[config.mk]
export PLATFORM = sky130hd
export DESIGN_NAME = tmds_channel_decoder
export DESIGN_NICKNAME = d
export VERILOG_FILES = /design/src/rtl/tmds_pkg.sv /design/src/rtl/tmds_channel_decoder_token_detect.sv /design/src/rtl/tmds_channel_decoder.sv
export SDC_FILE = /design/constraint.sdc
export NUM_CORES = 1
export LEC_CHECK = 0
export BUFFER_PORTS_ARGS = -buffer_cell sky130_fd_sc_hd__buf_2
export CORE_ASPECT_RATIO = 1.2
export CORE_UTILIZATION = 40
export CTS_CLUSTER_SIZE = 8
export DETAILED_ROUTE_END_ITERATION = 6
export MAX_ROUTING_LAYER = met4
export SYNTH_ARGS = -nofsm -noshare
export SYNTH_HDL_FRONTEND = slang
export SYNTH_HIERARCHICAL = 1
export SYNTH_SLANG_ARGS = --single-unit
[constraint.sdc]
create_clock -name rx_clk -period 1.7 [get_ports rx_clk]
set_input_delay 0.17 -clock rx_clk [delete_from_list [all_inputs] [get_ports rx_clk]]
set_output_delay 0.17 -clock rx_clk [all_outputs]
set_load 0.05 [all_outputs]
[src/rtl/tmds_pkg.sv]
// Shared TMDS receive definitions: control tokens, alignment FSM states and
// the data-word decode function.
package tmds_pkg;

    localparam logic [9:0] TOKEN_C00 = 10'b1101010100;
    localparam logic [9:0] TOKEN_C01 = 10'b0010101011;
    localparam logic [9:0] TOKEN_C10 = 10'b0101010100;
    localparam logic [9:0] TOKEN_C11 = 10'b1010101011;

    typedef enum logic [1:0] {
        HUNT   = 2'd0,
        SLIP   = 2'd1,
        SETTLE = 2'd2,
        LOCKED = 2'd3
    } tmds_align_state_t;

    // q[9] undoes the DC-balance inversion; q[8] selects XOR or XNOR chaining.
    function automatic logic [7:0] tmds_decode_data(input logic [9:0] q);
        logic [7:0] t;
        logic [7:0] d;
        t    = q[9] ? ~q[7:0] : q[7:0];
        d    = '0;
        d[0] = t[0];
        for (int i = 1; i < 8; i++) begin
            d[i] = q[8] ? (t[i] ^ t[i-1]) : ~(t[i] ^ t[i-1]);
        end
        return d;
    endfunction

endpackage

[src/rtl/tmds_channel_decoder_token_detect.sv]
// Combinational recogniser for the four TMDS control tokens; also used by the
// lane-skew logic in hdmi_rx.
module tmds_token_detect
    import tmds_pkg::*;
(
    input  logic [9:0] word_i,
    output logic       is_ctrl_o,
    output logic [1:0] ctrl_o
);

    // NOTE: every output gets a default before the case so no path leaves it
    // unassigned, which would otherwise infer a latch.
    always_comb begin
        is_ctrl_o = 1'b1;
        ctrl_o    = 2'b00;
        case (word_i)
            TOKEN_C00: ctrl_o = 2'b00;
            TOKEN_C01: ctrl_o = 2'b01;
            TOKEN_C10: ctrl_o = 2'b10;
            TOKEN_C11: ctrl_o = 2'b11;
            default:   is_ctrl_o = 1'b0;
        endcase
    end

endmodule

[src/rtl/tmds_channel_decoder.sv]
// One TMDS receive lane: hunts for word alignment with bitslip requests, then
// decodes aligned words to pixel data or control bits with one cycle latency.
module tmds_channel_decoder
    import tmds_pkg::*;
#(
    parameter int CTRL_RUN     = 8,
    parameter int SLIP_SETTLE  = 4,
    parameter int HUNT_TIMEOUT = 4096,
    parameter int LOCK_TIMEOUT = 4096
) (
    input  logic       rx_clk,
    input  logic       rstn,
    input  logic [9:0] tmds_word_i,
    output logic       bitslip_o,
    output logic       aligned_o,
    output logic       de_o,
    output logic [7:0] data_o,
    output logic [1:0] ctrl_o,
    output logic [3:0] slip_cnt_o
);

    localparam int TMO_MAX = (HUNT_TIMEOUT > LOCK_TIMEOUT) ? HUNT_TIMEOUT : LOCK_TIMEOUT;
    localparam int RUN_W   = $clog2(CTRL_RUN) + 1;
    localparam int TMO_W   = $clog2(TMO_MAX) + 1;
    localparam int SET_W   = $clog2(SLIP_SETTLE) + 1;

    localparam logic [RUN_W-1:0] RUN_FULL    = RUN_W'(CTRL_RUN);
    localparam logic [TMO_W-1:0] HUNT_LAST   = TMO_W'(HUNT_TIMEOUT - 1);
    localparam logic [TMO_W-1:0] LOCK_LAST   = TMO_W'(LOCK_TIMEOUT - 1);
    localparam logic [SET_W-1:0] SETTLE_LAST = SET_W'(SLIP_SETTLE - 1);

    tmds_align_state_t state_q, state_d;
    logic [RUN_W-1:0]  run_cnt_q, run_cnt_d;
    logic [1:0]        last_ctrl_q, last_ctrl_d;
    logic [TMO_W-1:0]  tmo_cnt_q, tmo_cnt_d;
    logic [SET_W-1:0]  settle_cnt_q, settle_cnt_d;
    logic [3:0]        slip_cnt_q, slip_cnt_d;
    logic              aligned_q, aligned_d;
    logic              bitslip_q, bitslip_d;
    logic              de_q, de_d;
    logic [7:0]        data_q, data_d;
    logic [1:0]        ctrl_q, ctrl_d;

    logic              is_ctrl;
    logic [1:0]        tok_ctrl;

    tmds_token_detect u_token_detect (
        .word_i    (tmds_word_i),
        .is_ctrl_o (is_ctrl),
        .ctrl_o    (tok_ctrl)
    );

    always_comb begin
        state_d      = state_q;
        tmo_cnt_d    = tmo_cnt_q;
        settle_cnt_d = settle_cnt_q;
        slip_cnt_d   = slip_cnt_q;
        last_ctrl_d  = last_ctrl_q;
        run_cnt_d    = '0;

        if (is_ctrl) begin
            last_ctrl_d = tok_ctrl;
            if ((run_cnt_q != '0) && (tok_ctrl == last_ctrl_q)) begin
                run_cnt_d = (run_cnt_q == RUN_FULL) ? RUN_FULL : run_cnt_q + 1'b1;
            end else begin
                run_cnt_d = RUN_W'(1);
            end
        end

        case (state_q)
            HUNT: begin
                tmo_cnt_d = tmo_cnt_q + 1'b1;
                // A completed run takes priority over an expiring hunt timer.
                if (run_cnt_q == RUN_FULL) begin
                    state_d   = LOCKED;
                    tmo_cnt_d = '0;
                end else if (tmo_cnt_q == HUNT_LAST) begin
                    state_d   = SLIP;
                    tmo_cnt_d = '0;
                end
            end
            SLIP: begin
                state_d      = SETTLE;
                settle_cnt_d = '0;
                run_cnt_d    = '0;
                slip_cnt_d   = (slip_cnt_q == 4'd9) ? 4'd0 : slip_cnt_q + 4'd1;
            end
            SETTLE: begin
                run_cnt_d = '0;
                if (settle_cnt_q == SETTLE_LAST) begin
                    state_d      = HUNT;
                    settle_cnt_d = '0;
                    tmo_cnt_d    = '0;
                end else begin
                    settle_cnt_d = settle_cnt_q + 1'b1;
                end
            end
            LOCKED: begin
                if (is_ctrl) begin
                    tmo_cnt_d = '0;
                end else if (tmo_cnt_q == LOCK_LAST) begin
                    state_d    = HUNT;
                    tmo_cnt_d  = '0;
                    slip_cnt_d = 4'd0;
                end else begin
                    tmo_cnt_d = tmo_cnt_q + 1'b1;
                end
            end
            default: state_d = HUNT;
        endcase

        // Outputs follow the next state so they are never non-zero while unlocked.
        aligned_d = (state_d == LOCKED);
        bitslip_d = (state_d == SLIP);
        de_d      = aligned_d && !is_ctrl;
        data_d    = (aligned_d && !is_ctrl) ? tmds_decode_data(tmds_word_i) : 8'h00;
        ctrl_d    = (aligned_d && is_ctrl) ? tok_ctrl : 2'b00;
    end

    // NOTE: sequential state uses non-blocking assignments so every register
    // samples the pre-edge value of its inputs, independent of statement order.
    always_ff @(posedge rx_clk) begin
        if (!rstn) begin
            state_q      <= HUNT;
            run_cnt_q    <= '0;
            last_ctrl_q  <= 2'b00;
            tmo_cnt_q    <= '0;
            settle_cnt_q <= '0;
            slip_cnt_q   <= 4'd0;
            aligned_q    <= 1'b0;
            bitslip_q    <= 1'b0;
            de_q         <= 1'b0;
            data_q       <= 8'h00;
            ctrl_q       <= 2'b00;
        end else begin
            state_q      <= state_d;
            run_cnt_q    <= run_cnt_d;
            last_ctrl_q  <= last_ctrl_d;
            tmo_cnt_q    <= tmo_cnt_d;
            settle_cnt_q <= settle_cnt_d;
            slip_cnt_q   <= slip_cnt_d;
            aligned_q    <= aligned_d;
            bitslip_q    <= bitslip_d;
            de_q         <= de_d;
            data_q       <= data_d;
            ctrl_q       <= ctrl_d;
        end
    end

    assign bitslip_o  = bitslip_q;
    assign aligned_o  = aligned_q;
    assign de_o       = de_q;
    assign data_o     = data_q;
    assign ctrl_o     = ctrl_q;
    assign slip_cnt_o = slip_cnt_q;

endmodule

==> metrics, run 1 <==
dpl hpwl 3530 um; Total Wirelength 4930 um; Synth Area in XOR/XNOR 10.1%; top cells by count, synth dfxtp_1 (41), nor2_1 (32), nand2_1 (18); GPL Wtd Cong 0.872; Max Fclk 550 MHz; mux contribution to synthesized area 0%; largest net degree at the start of global routing 14; EDFF count, synth 0; Seq cells post-synth 41; status finished with violations; Leak Pwr 1.31 nW; Max clock buf depth 2; clk root buf clkbuf_8; fraction of registers with async set/reset 0%; sequential area share after synthesis 39.3%; Slowest-stage cell, CP or3_1; worst rel slew slack 64.0%; TritonCTS Buffers 5; worst hold slack 0.213 ns; Die X 68.0 um; Fin. Hold Viols 0; crit-path cells inv_2 -> ha_4 -> and3b_2 -> o31a_1 -> or2_4 -> or3_1 -> a21oi_2; Crit path arrival time 2.05 ns; critical setup path kind reg -> reg; Post-Synth Simple-Gate Area 26.8%; first-pass GRT wire length 7890 um; Final Cell Area 3080 um2; TritonCTS clock tree done; Clock Pin Slew Worst Setup and Hold Paths 0.09 ns; CP max FO 4; Layout area overhead 47.3%; slowest stage delay, CP 0.36 ns; Synth area leader dfxtp_1; Detailed Route Iter0 Violations 62; vias per cell 5.10; starting density of the core 42.0%; minimum clock period 1.82 ns; most frequent cell after synthesis dfxtp_1; Synth Area in Compound Gates 13.4%; I/O pins 29; Worst-Margin Slew 0.527 ns; CP Launch Type flop; synth top area cells dfxtp_1 (39%), xnor2_1 (6.7%), ha_1 (6.0%); Die ar. 5510 um2; largest family of logic cells by synthesized area simple AND/OR/NAND/NOR gates; Layout Nets 342; number of global-route vias before repair 1831; clock latency on the worst-skew pair 0.29 ns; Fin Clk Skew 0.0101 ns; drt first pass iters 6; post-synth top area share 39.3%; Worst Setup End Kind flop; IO Port Bufs 28; cells after synthesis 236; CTS sink count 41; Final period util 107%; core footprint 4970 um2; Slew Limit Fails 0; DP Area 2660 um2; hold buffers post-CTS 0; synthesized area per cell 8.85 um2; setup ws final -0.119 ns; worst min path class in -> reg; Die Y 81.2 um; worst vdd ir 0.000467 V; gr usage total 19.4%; FF-to-FF Start run_cnt_q[0]; Pwr Density 667 nW/um2; failing checks setup timing; Max Cap Violations 0; Final ANT Viol Nets 0; routed len/inst 12.9 um; diode count 0; layout cell share with drive strength beyond 1 45.5%; syn nets 258; Remaining Overflow, GRT 0; hold wc startpoint tmds_word_i[7]; unrepaired setup endpoints after global routing true; Core Rows 28; initial antenna violation count 0; most used flip-flop cell after synthesis dfxtp_1; Crit. Startpoint run_cnt_q[0]; drt drc 0; Setup Viol. Count Final 23; adder-cell share of the synthesized area 5.99%; CP top delay family simple AND/OR/NAND/NOR gates; Worst Path Buf+Inv 1; Placement Setup Slack -0.297 ns; via count 1943; Synth Cell Area 2090 um2; Ys Warns 6; Required @ worst endpoint 1.93 ns; CTS H-tree lvls 2; number of unique standard cell types used by synthesis 51
-- routing by layer --
| layer | wire [um] | vias to the layer above | part of all wire [%] | global-route usage [%] |
|---|---|---|---|---|
| li1 | - | 986 | - | - |
| met1 | 2040 | 912 | 41 | 19.9 |
| met2 | 2630 | 38 | 53 | 36.0 |
| met3 | 175 | 7 | 3.6 | 3.93 |
| met4 | 79 | 0 | 1.6 | 5.63 |
| met5 | 0 | - | 0 | - |
-- per-stage QoR --
step	util (%)	std cells	setup TNS [ns]	power [W]
2_1_floorplan	-	236	-1.83	0.00107
4_1_cts	58.5	378	-2.06	0.00207
6_report	61.8	381	-1.52	0.00205
3_5_place_dp	53.4	364	-7.09	0.00113
3_3_place_gp	53.4	364	-6.02	0.00113
5_1_grt	61.8	381	-3.49	0.00213
-- power breakdown --
group | total (W) | switching (W) | internal [W]
combinational | 0.000154 | 0.0000737 | 0.0000806
clock | 0.000928 | 0.000344 | 0.000584
sequential | 0.000971 | 0.00000593 | 0.000965
total | 0.00205 | 0.000424 | 0.00163
-- cells in the final DEF (no fill, tap or decap), types with 4 or more instances in the layout --
master,n
a21oi_2,6
nand2b_1,5
inv_1,7
nand2_1,17
nor2_2,6
dfxtp_2,5
xor2_1,8
buf_2,28
ha_1,5
clkbuf_8,5
nor2_1,25
dfxtp_1,35
a21oi_1,7
nand4_1,5
xnor2_1,16
nand3_1,8
inv_2,5
and3_1,4
buf_4,53
-- final timing paths --
| path | to | slack (ns) | cells past startpoint |
|---|---|---|---|
| hold / removal | data_o[7] | 0.21 | 3 |
| hold reg to reg | settle_cnt_q[2] | 0.45 | 2 |
| setup reg to reg | tmo_cnt_q[0] | -0.12 | 7 |
| setup / recovery | tmo_cnt_q[0] | -0.12 | 7 |
-- layout make-up --
type	instances	area, um2
repair buffers	84	572
inverters	13	48.8
fillers	434	1900
multi-input cells	175	1420
flip-flops and latches	41	831
clock inverters	3	65.1
well taps	60	75.1
clock buffers	5	68.8
-- cells by family after synthesis --
logic type      count (synthesis)
compound gates                 38
simple gates                  101
flops                          41
xor+xnor                       24
buf+inv                        22
fa+ha+maj                      10
-- worst reg2reg max path, cell delays in order, from the launching register on --
cell and delay (ns):
dfxtp_2 0.34, inv_2 0.04, ha_4 0.15, and3b_2 0.22, o31a_1 0.26, or2_4 0.26, or3_1 0.36, a21oi_2 0.13
-- flip-flops by register name (all words and copies together) (netlist names) --
signal and cells:
tmo_cnt_q 13, data_o 8, run_cnt_q 4, slip_cnt_o 4, settle_cnt_q 3, ctrl_o 2
last_ctrl_q 2, state_q 2, aligned_o 1, bitslip_o 1, de_o 1
-- what timing repair did --
action / 4_1_cts / 5_1_grt
resized for setup: 15 / 37
cloned: 1 / 1
endpoints found under the setup margin: 29 / 34
hold endpoints to repair: 0 / 0
setup buffers: 5 / 2
pin swaps: 17 / 19
Note: power is estimated with default switching activity, not from simulation.
==> inputs of run 2 (changes only) <==
Settings changed: CORE_UTILIZATION 40 to 49, PLACE_DENSITY from default to 0.72.
==> metrics, run 2 (synthesized netlist as in run 1, its figures left out) <==
GPL Wtd Cong 0.846; Required @ worst endpoint 1.88 ns; slowest stage delay, CP 0.34 ns; diode count 0; Core Rows 25; Crit. Startpoint tmo_cnt_q[4]; TritonCTS Buffers 5; minimum clock period 1.83 ns; CTS H-tree lvls 2; Slowest-stage cell, CP dfxtp_1; vias per cell 5.39; Register-to-Register Setup Slack -0.13 ns; DP Area 2630 um2; Max Cap Violations 0; Die Y 73.5 um; Setup Viol. Count Final 27; TritonCTS clock tree done; number of global-route vias before repair 1898; setup ws final -0.130 ns; Worst-Margin Slew 0.414 ns; clock latency on the worst-skew pair 0.29 ns; Crit path arrival time 2.01 ns; I/O pins 29; hold wc startpoint tmds_word_i[7]; clk root buf clkbuf_8; Layout Nets 340; drt first pass iters 4; worst vdd ir 0.000399 V; drt drc 0; Max Fclk 547 MHz; Worst Setup End Kind flop; Layout area overhead 44.4%; Clock Pin Slew Worst Setup and Hold Paths 0.08 ns; Die ar. 4530 um2; Placement Setup Slack -0.311 ns; Final period util 108%; IO Port Bufs 28; dpl hpwl 3680 um; crit-path cells nand3_1 -> buf_4 -> nor4_4 -> buf_4 -> a2111oi_4 -> o211ai_2 -> nor2_1; Pwr Density 607 nW/um2; failing checks setup timing; Largest Register tmo_cnt_q; initial antenna violation count 0; Remaining Overflow, GRT 0; core footprint 4000 um2; critical setup path kind reg -> reg; CP Launch Type flop; hold buffers post-CTS 0; Leak Pwr 1.28 nW; Fin. Hold Viols 0; Total Wirelength 5440 um; most frequent cells in the layout buf_4 (50), dfxtp_1 (36), buf_2 (28); CP max FO 6; number of fill cells in the layout 296; Final ANT Viol Nets 0; Slew Limit Fails 0; Final Cell Area 3020 um2; routed len/inst 14.6 um; Die X 61.6 um; first-pass GRT wire length 8500 um; largest net degree at the start of global routing 13; Worst path most repeated cell buf_4; utilization after layout 75.3%; layout cell share with drive strength beyond 1 43.3%; Fin Clk Skew 0.00618 ns; commonest non-fill, non-tap cell in the layout buf_4; unrepaired setup endpoints after global routing true; status finished with violations; Max clock buf depth 2; number of flip-flops in the largest register 13; CTS sink count 41; starting density of the core 52.2%; gr usage total 26.1%; worst min path class in -> reg; Detailed Route Iter0 Violations 70; worst rel slew slack 72.4%; FF-to-FF Start tmo_cnt_q[4]; via count 2011
run 2: final cells by class:
cell class                 count  area [um2]  share of cell area (%)
inverter                      13        48.8                    1.62
timing repair buffer          82         561                    18.6
tap                           54        67.6                    2.24
multi-input combinational    175        1410                    46.8
sequential                    41         827                    27.4
clock inverter                 1        5.00                   0.166
clock buffer                   7        96.3                    3.20
run 2: timing repair:
action / 4_1_cts / 5_1_grt
pin swaps: 17 / 13
setup buffers: 6 / 3
setup endpoints to repair: 27 / 34
cloned: 1 / 1
resized for setup: 21 / 26
run 2: through the flow:
stage / total power [W] / cells / hold WS [ns] / setup TNS, ns
final: 0.00183 / 373 / 0.195 / -1.75
after global routing: 0.00190 / 373 / 0.195 / -4.66
after CTS: 0.00184 / 370 / 0.191 / -2.19
after detailed placement: 0.00113 / 355 / 0.439 / -7.08
after global placement: 0.00113 / 355 / 0.425 / -5.49
after floorplan: 0.00107 / 236 / 0.322 / -1.83
run 2: path summary, 6_finish.rpt:
path / end / depth (start not counted)
setup reg to reg: data_o[0] / 7
hold reg to reg: settle_cnt_q[2] / 2
hold / removal: data_o[7] / 3
setup / recovery: data_o[0] / 7
run 2: metal layers:
| metal | wire (um) | part of all wire [%] | vias to the layer above | global-route usage (%) |
|---|---|---|---|---|
| met5 | 0 | 0 | - | - |
| met1 | 2150 | 40 | 952 | 26.4 |
| met4 | 137 | 2.5 | 0 | 11.1 |
| met3 | 163 | 3.0 | 14 | 5.28 |
| met2 | 2990 | 55 | 58 | 47.1 |
| li1 | - | - | 987 | - |
run 2: power by group:
part,internal [W],switching (W)
clock network,0.000367,0.000327
logic,0.0000837,0.0000819
registers,0.000967,0.00000569
total,0.00142,0.000414
run 2: critical path, delay by kind of cell, from the launching register on:
kind,cells,cell delay [ns]
AO/OA/AOI/OAI,2,0.38
buffers and inverters,2,0.40
flip-flops,1,0.34
AND/OR/NAND/NOR,3,0.60
